===== src/rtl/tcp_pkg.sv =====
// Shared TCP engine types: flow/index widths, RX buffer index entry, table FSM states.
package tcp_pkg;
   localparam int unsigned MAX_FLOW_CNT     = 8;
   localparam int unsigned FLOWID_W         = $clog2(MAX_FLOW_CNT);
   localparam int unsigned RX_PAYLOAD_IDX_W = 4;

   // Buffer index with a wrap bit on top
   typedef logic [RX_PAYLOAD_IDX_W:0] tcp_buf_idx;

   typedef struct packed {
      tcp_buf_idx head;
      tcp_buf_idx commit;
      tcp_buf_idx tail;
      tcp_buf_idx used;
   } rx_idx_entry;

   typedef enum logic {
      ST_CLEAR = 1'b0,
      ST_READY = 1'b1
   } idx_tbl_state_e;
endpackage


===== src/rtl/rx_buf_idx_table_rd_port.sv =====
// One read port: write-first forwarding, occupancy derivation and a held response register.
module rx_idx_rd_port #(
   parameter int unsigned FLOWID_W = 3,
   parameter int unsigned IDX_W    = 4
) (
   input  logic                     clk,
   input  logic                     rst,
   input  logic                     ready,
   input  logic                     req_val,
   input  logic [FLOWID_W-1:0]      req_addr,
   output logic                     req_rdy_c,
   output logic                     resp_val,
   input  logic                     resp_rdy,
   output logic [4*(IDX_W+1)-1:0]   resp_data,
   input  logic [IDX_W:0]           mem_head,
   input  logic [IDX_W:0]           mem_commit,
   input  logic [IDX_W:0]           mem_tail,
   input  logic                     head_we,
   input  logic [FLOWID_W-1:0]      head_wa,
   input  logic [IDX_W:0]           head_wd,
   input  logic                     commit_we,
   input  logic [FLOWID_W-1:0]      commit_wa,
   input  logic [IDX_W:0]           commit_wd,
   input  logic                     tail_we,
   input  logic [FLOWID_W-1:0]      tail_wa,
   input  logic [IDX_W:0]           tail_wd
);
   logic [IDX_W:0] head_f, commit_f, tail_f, used_f;
   logic           accept;

   // Same-cycle write to the flow being read wins over the stored value
   always_comb begin
      head_f   = (head_we   && head_wa   == req_addr) ? head_wd   : mem_head;
      commit_f = (commit_we && commit_wa == req_addr) ? commit_wd : mem_commit;
      tail_f   = (tail_we   && tail_wa   == req_addr) ? tail_wd   : mem_tail;
      used_f   = tail_f - head_f;
   end

   assign req_rdy_c = ready & (~resp_val | resp_rdy);
   assign accept    = req_val & req_rdy_c;

   always_ff @(posedge clk) begin
      if (!rst) begin
         resp_val <= 1'b0;
      end else if (accept) begin
         resp_val  <= 1'b1;
         resp_data <= {head_f, commit_f, tail_f, used_f};
      end else if (resp_rdy) begin
         resp_val <= 1'b0;
      end
   end
endmodule


===== src/rtl/rx_buf_idx_table.sv =====
// Per-flow RX payload head/commit/tail index table with clear sweep and NUM_RD read ports.
module rx_buf_idx_table
   import tcp_pkg::*;
#(
   parameter int unsigned FLOWS    = MAX_FLOW_CNT,
   parameter int unsigned FLOWID_W = $clog2(FLOWS),
   parameter int unsigned IDX_W    = RX_PAYLOAD_IDX_W,
   parameter int unsigned NUM_RD   = 2
) (
   input  logic                              clk,
   input  logic                              rst,
   input  logic                              new_flow_val,
   output logic                              new_flow_rdy,
   input  logic [FLOWID_W-1:0]               new_flow_flowid,
   input  logic [IDX_W:0]                    new_flow_head_idx,
   input  logic [IDX_W:0]                    new_flow_tail_idx,
   input  logic                              head_wr_req_val,
   output logic                              head_wr_req_rdy,
   input  logic [FLOWID_W-1:0]               head_wr_req_addr,
   input  logic [IDX_W:0]                    head_wr_req_data,
   input  logic                              commit_wr_req_val,
   output logic                              commit_wr_req_rdy,
   input  logic [FLOWID_W-1:0]               commit_wr_req_addr,
   input  logic [IDX_W:0]                    commit_wr_req_data,
   input  logic                              tail_wr_req_val,
   output logic                              tail_wr_req_rdy,
   input  logic [FLOWID_W-1:0]               tail_wr_req_addr,
   input  logic [IDX_W:0]                    tail_wr_req_data,
   input  logic [NUM_RD-1:0]                 rd_req_val,
   output logic [NUM_RD-1:0]                 rd_req_rdy,
   input  logic [NUM_RD*FLOWID_W-1:0]        rd_req_addr,
   output logic [NUM_RD-1:0]                 rd_resp_val,
   input  logic [NUM_RD-1:0]                 rd_resp_rdy,
   output logic [NUM_RD*4*(IDX_W+1)-1:0]     rd_resp_data,
   output logic                              init_done
);
   localparam int unsigned ENTRY_W = 4 * (IDX_W + 1);

   idx_tbl_state_e      state, state_next;
   logic [FLOWID_W-1:0] clr_addr, clr_addr_next;
   logic                ready_c, clr_we, nf_acc;

   logic                head_we, commit_we, tail_we;
   logic [FLOWID_W-1:0] head_wa, commit_wa, tail_wa;
   logic [IDX_W:0]      head_wd, commit_wd, tail_wd;

   logic [IDX_W:0] head_q   [FLOWS];
   logic [IDX_W:0] commit_q [FLOWS];
   logic [IDX_W:0] tail_q   [FLOWS];

   // Sweep state register
   always_ff @(posedge clk) begin
      if (!rst) begin
         state     <= ST_CLEAR;
         clr_addr  <= '0;
         init_done <= 1'b0;
      end else begin
         state     <= state_next;
         clr_addr  <= clr_addr_next;
         init_done <= (state_next == ST_READY);
      end
   end

   always_comb begin
      state_next    = state;
      clr_addr_next = clr_addr;
      clr_we        = 1'b0;
      case (state)
         ST_CLEAR: begin
            clr_we        = 1'b1;
            clr_addr_next = clr_addr + FLOWID_W'(1);
            if (clr_addr == FLOWID_W'(FLOWS - 1)) begin
               state_next    = ST_READY;
               clr_addr_next = '0;
            end
         end
         ST_READY: ;
         default: state_next = ST_CLEAR;
      endcase
   end

   // Gated by rst so nothing is accepted on the edge that applies reset
   assign ready_c           = (state == ST_READY) & rst;
   assign new_flow_rdy      = ready_c;
   assign head_wr_req_rdy   = ready_c & ~new_flow_val;
   assign commit_wr_req_rdy = ready_c & ~new_flow_val;
   assign tail_wr_req_rdy   = ready_c & ~new_flow_val;

   // Per-bank write select: sweep, then new flow, then the field's own request
   always_comb begin
      nf_acc    = new_flow_val & ready_c;
      head_we   = clr_we | nf_acc | (head_wr_req_val & head_wr_req_rdy);
      commit_we = clr_we | nf_acc | (commit_wr_req_val & commit_wr_req_rdy);
      tail_we   = clr_we | nf_acc | (tail_wr_req_val & tail_wr_req_rdy);
      head_wa   = clr_we ? clr_addr : (nf_acc ? new_flow_flowid : head_wr_req_addr);
      commit_wa = clr_we ? clr_addr : (nf_acc ? new_flow_flowid : commit_wr_req_addr);
      tail_wa   = clr_we ? clr_addr : (nf_acc ? new_flow_flowid : tail_wr_req_addr);
      head_wd   = clr_we ? '0 : (nf_acc ? new_flow_head_idx : head_wr_req_data);
      commit_wd = clr_we ? '0 : (nf_acc ? new_flow_tail_idx : commit_wr_req_data);
      tail_wd   = clr_we ? '0 : (nf_acc ? new_flow_tail_idx : tail_wr_req_data);
   end

   always_ff @(posedge clk) begin
      if (head_we)   head_q[head_wa]     <= head_wd;
      if (commit_we) commit_q[commit_wa] <= commit_wd;
      if (tail_we)   tail_q[tail_wa]     <= tail_wd;
   end

   for (genvar p = 0; p < NUM_RD; p++) begin : g_rd
      logic [FLOWID_W-1:0] addr;
      assign addr = rd_req_addr[p*FLOWID_W +: FLOWID_W];

      rx_idx_rd_port #(
         .FLOWID_W (FLOWID_W),
         .IDX_W    (IDX_W)
      ) u_port (
         .clk        (clk),
         .rst        (rst),
         .ready      (ready_c),
         .req_val    (rd_req_val[p]),
         .req_addr   (addr),
         .req_rdy_c  (rd_req_rdy[p]),
         .resp_val   (rd_resp_val[p]),
         .resp_rdy   (rd_resp_rdy[p]),
         .resp_data  (rd_resp_data[p*ENTRY_W +: ENTRY_W]),
         .mem_head   (head_q[addr]),
         .mem_commit (commit_q[addr]),
         .mem_tail   (tail_q[addr]),
         .head_we    (head_we),
         .head_wa    (head_wa),
         .head_wd    (head_wd),
         .commit_we  (commit_we),
         .commit_wa  (commit_wa),
         .commit_wd  (commit_wd),
         .tail_we    (tail_we),
         .tail_wa    (tail_wa),
         .tail_wd    (tail_wd)
      );
   end
endmodule


===== config.mk =====
export PLATFORM = sky130hd
export DESIGN_NAME = rx_buf_idx_table
export DESIGN_NICKNAME = d
export VERILOG_FILES = /design/src/rtl/tcp_pkg.sv /design/src/rtl/rx_buf_idx_table_rd_port.sv /design/src/rtl/rx_buf_idx_table.sv
export SDC_FILE = /design/constraint.sdc
export NUM_CORES = 1
export LEC_CHECK = 0
export BUFFER_PORTS_ARGS = -buffer_cell sky130_fd_sc_hd__buf_2
export CORE_MARGIN = 8
export CORE_UTILIZATION = 55
export CTS_CLUSTER_DIAMETER = 50
export DETAILED_ROUTE_END_ITERATION = 10
export PLACE_DENSITY = 0.75
export SLEW_MARGIN = 15
export SYNTH_ARGS = -nofsm -noshare
export SYNTH_HDL_FRONTEND = slang
export SYNTH_SLANG_ARGS = --single-unit

===== constraint.sdc =====
create_clock -name clk -period 9.5 [get_ports clk]
set_clock_uncertainty 0.15 [all_clocks]
set_input_delay 1.425 -clock clk [delete_from_list [all_inputs] [get_ports clk]]
set_output_delay 1.425 -clock clk [all_outputs]
set_load 0.02 [all_outputs]

Yosys cells after proc, flatten, opt, wreduce, memory -nomap -nowiden --
Memories as Yosys holds them, arrays and structs flattened. A register that Yosys moved wholly into a read port is not among the register bits. Index checks and enable logic that the tools add are counted.
Storage, ports and cells: bits of input ports 53, RAM bits 120, memories kept 3, bits in registers 46, logic and storage cells 80, output and inout bits 49
Memory list:
- commit_q | words 8, bits a word 5, rd ports 2, clocked after memory_dff 2, wr ports 1, line rx_buf_idx_table.sv:48 | logic [IDX_W:0] commit_q [FLOWS];
- head_q | words 8, bits a word 5, rd ports 2, clocked after memory_dff 0, wr ports 1, line rx_buf_idx_table.sv:47 | logic [IDX_W:0] head_q [FLOWS];
- tail_q | words 8, bits a word 5, rd ports 2, clocked after memory_dff 0, wr ports 1, line rx_buf_idx_table.sv:49 | logic [IDX_W:0] tail_q [FLOWS];
Operators by class: bitwise operators 19, reduce and logical (&&, ||, !) cells 10, eq/ne operators 7, add/subtract/negate cells 3, multiplexer cells 32
Operators by type and width (number):
- 5-bit two-way mux | 12
- 3-bit two-way mux | 7
- 3-bit == test | 6
- 1-bit two-way mux | 13
- 1-bit AND | 10
- 5-bit subtractor | 2
- 1-bit logical AND | 6
- 1-bit bitwise OR | 6
- 2-bit AND reduction | 2
- 2-bit nonzero test | 2
- 3-bit by 1-bit adder with 3-bit output (second input constant) | 1
- 3-bit == test (second input constant) | 1
- 1-bit inverter | 3

Longest topological paths before layout --
depth after elaboration 8, depth in mapped cells 15

Modules after synthesis --
From an unflattened synthesis, not the netlist that was laid out.
Second synthesis, totals: cell total of the unflattened synthesis 486, area, all modules 8491.9 sq um
Modules (own cells, without submodules):
- rx_buf_idx_table | sequential area each 3683.5 sq um, instances 1, cells each 338, area each 6307.3 sq um
- rx_idx_rd_port | sequential area each 620.6 sq um, instances 2, cells each 74, area each 1092.3 sq um

Least setup slack after synthesis --
Ideal clock, no wire load.
kind input to register, start input port rd_req_addr[3], end register g_rd[1].u_port.resp_data[4] (data pin), setup time 269 ps, path buffers 3, stages on the path 12, path slack 4942 ps, arrival time 4139 ps, cells stage by stage buf_2 > buf_2 > buf_2 > mux4_2 > mux2i_1 > a21oi_1 > ha_1 > fa_1 > inv_1 > a21o_1 > a21oi_1 > xor3_1
On the way: cells in the longest elaborated chain, start to end 4
RTL lines:
- start, declared | line rx_buf_idx_table.sv:31 | input logic [NUM_RD*FLOWID_W-1:0] rd_req_addr,
- branches (longest 2 deep; another with memory read 8 x 5 bit)
- 5-bit two-way mux * | line rx_buf_idx_table_rd_port.sv:33 | head_f = (head_we && head_wa == req_addr) ? head_wd : mem_head;
- via g_rd[1].u_port.head_f[0] | line rx_buf_idx_table_rd_port.sv:28 | logic [IDX_W:0] head_f, commit_f, tail_f, used_f;
- 5-bit subtractor * | line rx_buf_idx_table_rd_port.sv:36 | used_f = tail_f - head_f;
- via g_rd[1].u_port.used_f[4] | line rx_buf_idx_table_rd_port.sv:28
- end signal, assigned | line rx_buf_idx_table_rd_port.sv:47 | resp_data <= {head_f, commit_f, tail_f, used_f};
- end, declared | line rx_buf_idx_table_rd_port.sv:14 | output logic [4*(IDX_W+1)-1:0] resp_data,
Mark *: on every way through the listed nets, which the timed path passes. A chain may end at the register's enable or synchronous reset.

Final worst setup path --
start input port rst, end register g_rd[1].u_port.resp_data[4] (data pin)
RTL lines:
- start, declared | line rx_buf_idx_table.sv:11 | input logic rst,
- 1-bit AND | line rx_buf_idx_table.sv:83 | assign ready_c = (state == ST_READY) & rst;
- 1-bit AND | line rx_buf_idx_table.sv:91 | nf_acc = new_flow_val & ready_c;
- 5-bit two-way mux (2 in series) | line rx_buf_idx_table.sv:100 | tail_wd = clr_we ? '0 : (nf_acc ? new_flow_tail_idx : tail_wr_req_data);
- via g_rd[0].u_port.tail_wd[0] | line rx_buf_idx_table_rd_port.sv:26 | input logic [IDX_W:0] tail_wd
- 5-bit two-way mux | line rx_buf_idx_table_rd_port.sv:35 | tail_f = (tail_we && tail_wa == req_addr) ? tail_wd : mem_tail;
- 5-bit subtractor | line rx_buf_idx_table_rd_port.sv:36
- via g_rd[1].u_port.used_f[4] | line rx_buf_idx_table_rd_port.sv:28
The timed path passes the listed nets, and every way through them passes these cells.

==> flow_metrics.py <==
metrics = {
    "worst_hold_path": {
        "holdPathStages": 2,
        "hp-class": "reg2reg",
        "hold_path.startpoint": "clr_addr[1]",
        "hold_end": "clr_addr[1]",
    },
    "setup_path": {
        "r2r_setup_slack_ns": 5.10,
        "cp_max_fo": 21,
        "reg2reg_to": "g_rd[1].u_port.resp_data[4]",
        "slowest_delay_ns": 0.61,
        "crit_top_cell": "a21o_1",
        "critPathKind": "in2reg",
        "critPathArrivalTime_ns": 4.74,
        "critPathLaunchType": "input port",
        "cp_data_required_time_ns": 9.52,
        "slowest_stage": "nor2b_1",
        "rr_worst_depth": 13,
        "path_cells": "buf_2, and3_1, nor2b_1, a22o_1, nor2_1, a21o_1, ha_1, fa_1, inv_1, a21o_1, a21oi_1, xor3_1",
        "end_kind": "register",
        "worstReg2RegStart": "state",
    },
    "global_routing": {
        "grt_pass1_wl_um": 30400,
        "grt_usage_pct": 20.8,
        "grt_max_degree": 34,
        "antenna_found_initial": 0,
        "grt_overflow_total": 0,
        "grt_pass1_vias": 5546,
    },
    "yosys": {
        "syn_nets": 606,
        "ys_seq_elements": 166,
        "synth_cells": 541,
        "seq_area_frac_synth_pct": 58.1,
        "synth_warnings": 0,
        "syn_area_um2": 8470,
        "avgSynthCellArea_um2": 15.7,
        "synth-edff-count": 160,
        "ys_types": 38,
        "ys.flop_type": "edfxtp_1",
        "async_flop_share_pct": 0,
    },
    "route": {
        "final_antenna_net_count": 0,
        "vias_per_cell": 6.13,
        "postRouteWirelength_um": 19600,
        "drt_iter0_drc": 427,
        "vias": 5072,
        "firstDrtPassIters": 5,
        "post-route-drc-count": 0,
        "routedWlPerCell_um": 23.6,
    },
    "timing": {
        "period_minus_slack_ns": 4.73,
        "final_hold_viol_count": 0,
        "fmax_ghz": 0.211,
        "setup-violations-final": 0,
        "max-slew-margin-rel_pct": 37.9,
        "period_share_pct": 49.8,
        "fin_ws_ns": 4.77,
        "setup_tns_ns": 0,
        "rsz0062_at_grt": "no",
        "maxSlewViolCount": 0,
        "tightest_slew_ns": 0.921,
    },
    "place": {
        "place_ws_ns": 4.38,
        "portBuffers": 101,
        "place.gp.congestion": 0.927,
        "dp_hpwl_um": 13900,
    },
    "power_and_ir_drop": {
        "peakVddDrop_v": 0.000125,
        "powerDensity_nw_per_um2": 191,
        "leakage_uw": 0.00367,
        "p_total_uw": 1840,
    },
    "floorplan": {
        "io_pins": 102,
        "start_util_pct": 55.9,
        "dieWidth_um": 140,
        "die-area_um2": 19600,
        "coreArea_um2": 15100,
        "row_count": 45,
        "die_h_um": 140,
    },
    "clocking": {
        "cts_resized": 0,
        "ctsHoldBuffers": 0,
        "cts_tree": "done",
        "ctsHtreeMaxLevel": 4,
        "root_buffer": "clkbuf_16",
        "post-cts-setup-buffers": 0,
        "cts_max_path_buffers": 2,
        "clkSinkCount": 166,
        "cts_buffers": 17,
        "clk_transition_reported_paths_ns": 0.06,
        "clk_latency_ns": 0.43,
    },
    "layout": {
        "final_nets": 691,
        "multi_input_area_um2": 3240,
        "syn_to_final_growth_pct": 13.6,
        "layout.area.seq_um2": 4920,
        "drive_gt1_share_pct": 33.0,
        "antenna_cells": 0,
        "fill_cells": 1090,
        "final_cell_mix": "edfxtp_1, buf_2, mux4_2",
        "final_common_cell": "edfxtp_1",
    },
    "job": {
        "drv_cap": 0,
    },
    "run_status": {
        "outcome": "complete, no violations",
    },
}
[worst max-delay path: cells and delay by family]
| kind | cells | cell delay, ns |
|---|---|---|
| adders and majority gates | 2 | 0.65 |
| xor gates and xnor gates | 1 | 0.38 |
| and+or+nand+nor | 3 | 1.21 |
| AOI/OAI and AO/OA | 4 | 0.77 |
| buffers and inverters | 2 | 0.28 |
[how the worst max path moves through the flow]
stage / depth (start not counted) / endpoint / slack, ns / startpoint
2_1_floorplan: 12 / g_rd[1].u_port.resp_data[4] / 4.94 / rd_req_addr[3]
3_3_place_gp: 12 / g_rd[1].u_port.resp_data[4] / 4.50 / rst
3_5_place_dp: 12 / g_rd[1].u_port.resp_data[4] / 4.38 / rst
4_1_cts: 12 / g_rd[1].u_port.resp_data[4] / 4.82 / rst
5_1_grt: 12 / g_rd[1].u_port.resp_data[4] / 4.58 / rst
6_report: 12 / g_rd[1].u_port.resp_data[4] / 4.77 / rst
[sequential cells by signal, summed over array words and instances, names as in the netlist]
register	flops
g_rd.u_port.resp_val	2
clr_addr	3
tail_q	40
state	1
commit_q	40
head_q	40
g_rd.u_port.resp_data	40
[layer usage]
metal / GRT usage [%] / share of wire, %
met1: 25.8 / 41
met2: 34.4 / 50
met5: 0 / 0
met4: 8.74 / 2.0
met3: 5.10 / 7.7
[through the flow]
step / area (µm²) / util [%] / cells / hold WS (ns)
floorplan: 8470 / - / 541 / 0.380
global placement: 9030 / 59.6 / 795 / 0.405
detailed placement: 9030 / 59.6 / 795 / 0.420
CTS: 9620 / 63.5 / 827 / 0.428
global route: 9630 / 63.6 / 827 / 0.441
finish: 9630 / 63.6 / 827 / 0.420
[where the power goes]
part / switching (µW) / total [µW] / internal [µW]
logic: 155 / 295 / 140
clock network: 282 / 679 / 396
registers: 14.8 / 863 / 848
[area by class of cell]
cell class | count | share of cell area, %
Timing Repair Buffer | 105 | 5.56
Sequential cell | 166 | 51.2
Clock buffer | 24 | 5.56
Clock inverter | 8 | 0.624
Tap cell | 188 | 2.44
Inverter | 25 | 0.975
Multi-Input combinational cell | 311 | 33.7
[logic make-up (layout without fill, tap and decap cells)]
| logic type | after synthesis | in the layout | synth area share [%] |
|---|---|---|---|
| flops | 166 | 166 | 58.1 |
| mux | 106 | 106 | 21.4 |
| simple gates | 104 | 104 | 6.09 |
| compound gates | 65 | 65 | 5.98 |
| buf+inv | 64 | 162 | 3.62 |
| xor+xnor | 24 | 24 | 2.84 |
| fa+ha+maj | 12 | 12 | 1.95 |
[synth_stat cells, types with 8 or more instances]
master,n,area share (%)
nand2b_1,9,0.66
inv_1,25,1.1
nand2_1,22,0.97
a22oi_1,8,0.71
a21oi_1,22,1.3
a21o_1,14,1.2
ha_1,10,1.5
buf_2,17,1.0
mux4_2,60,16
mux2i_1,46,5.4
xnor2_1,22,2.3
edfxtp_1,160,57
clkbuf_1,8,0.35
nor2_1,44,1.9
Power figures use the tool's default switching activity.
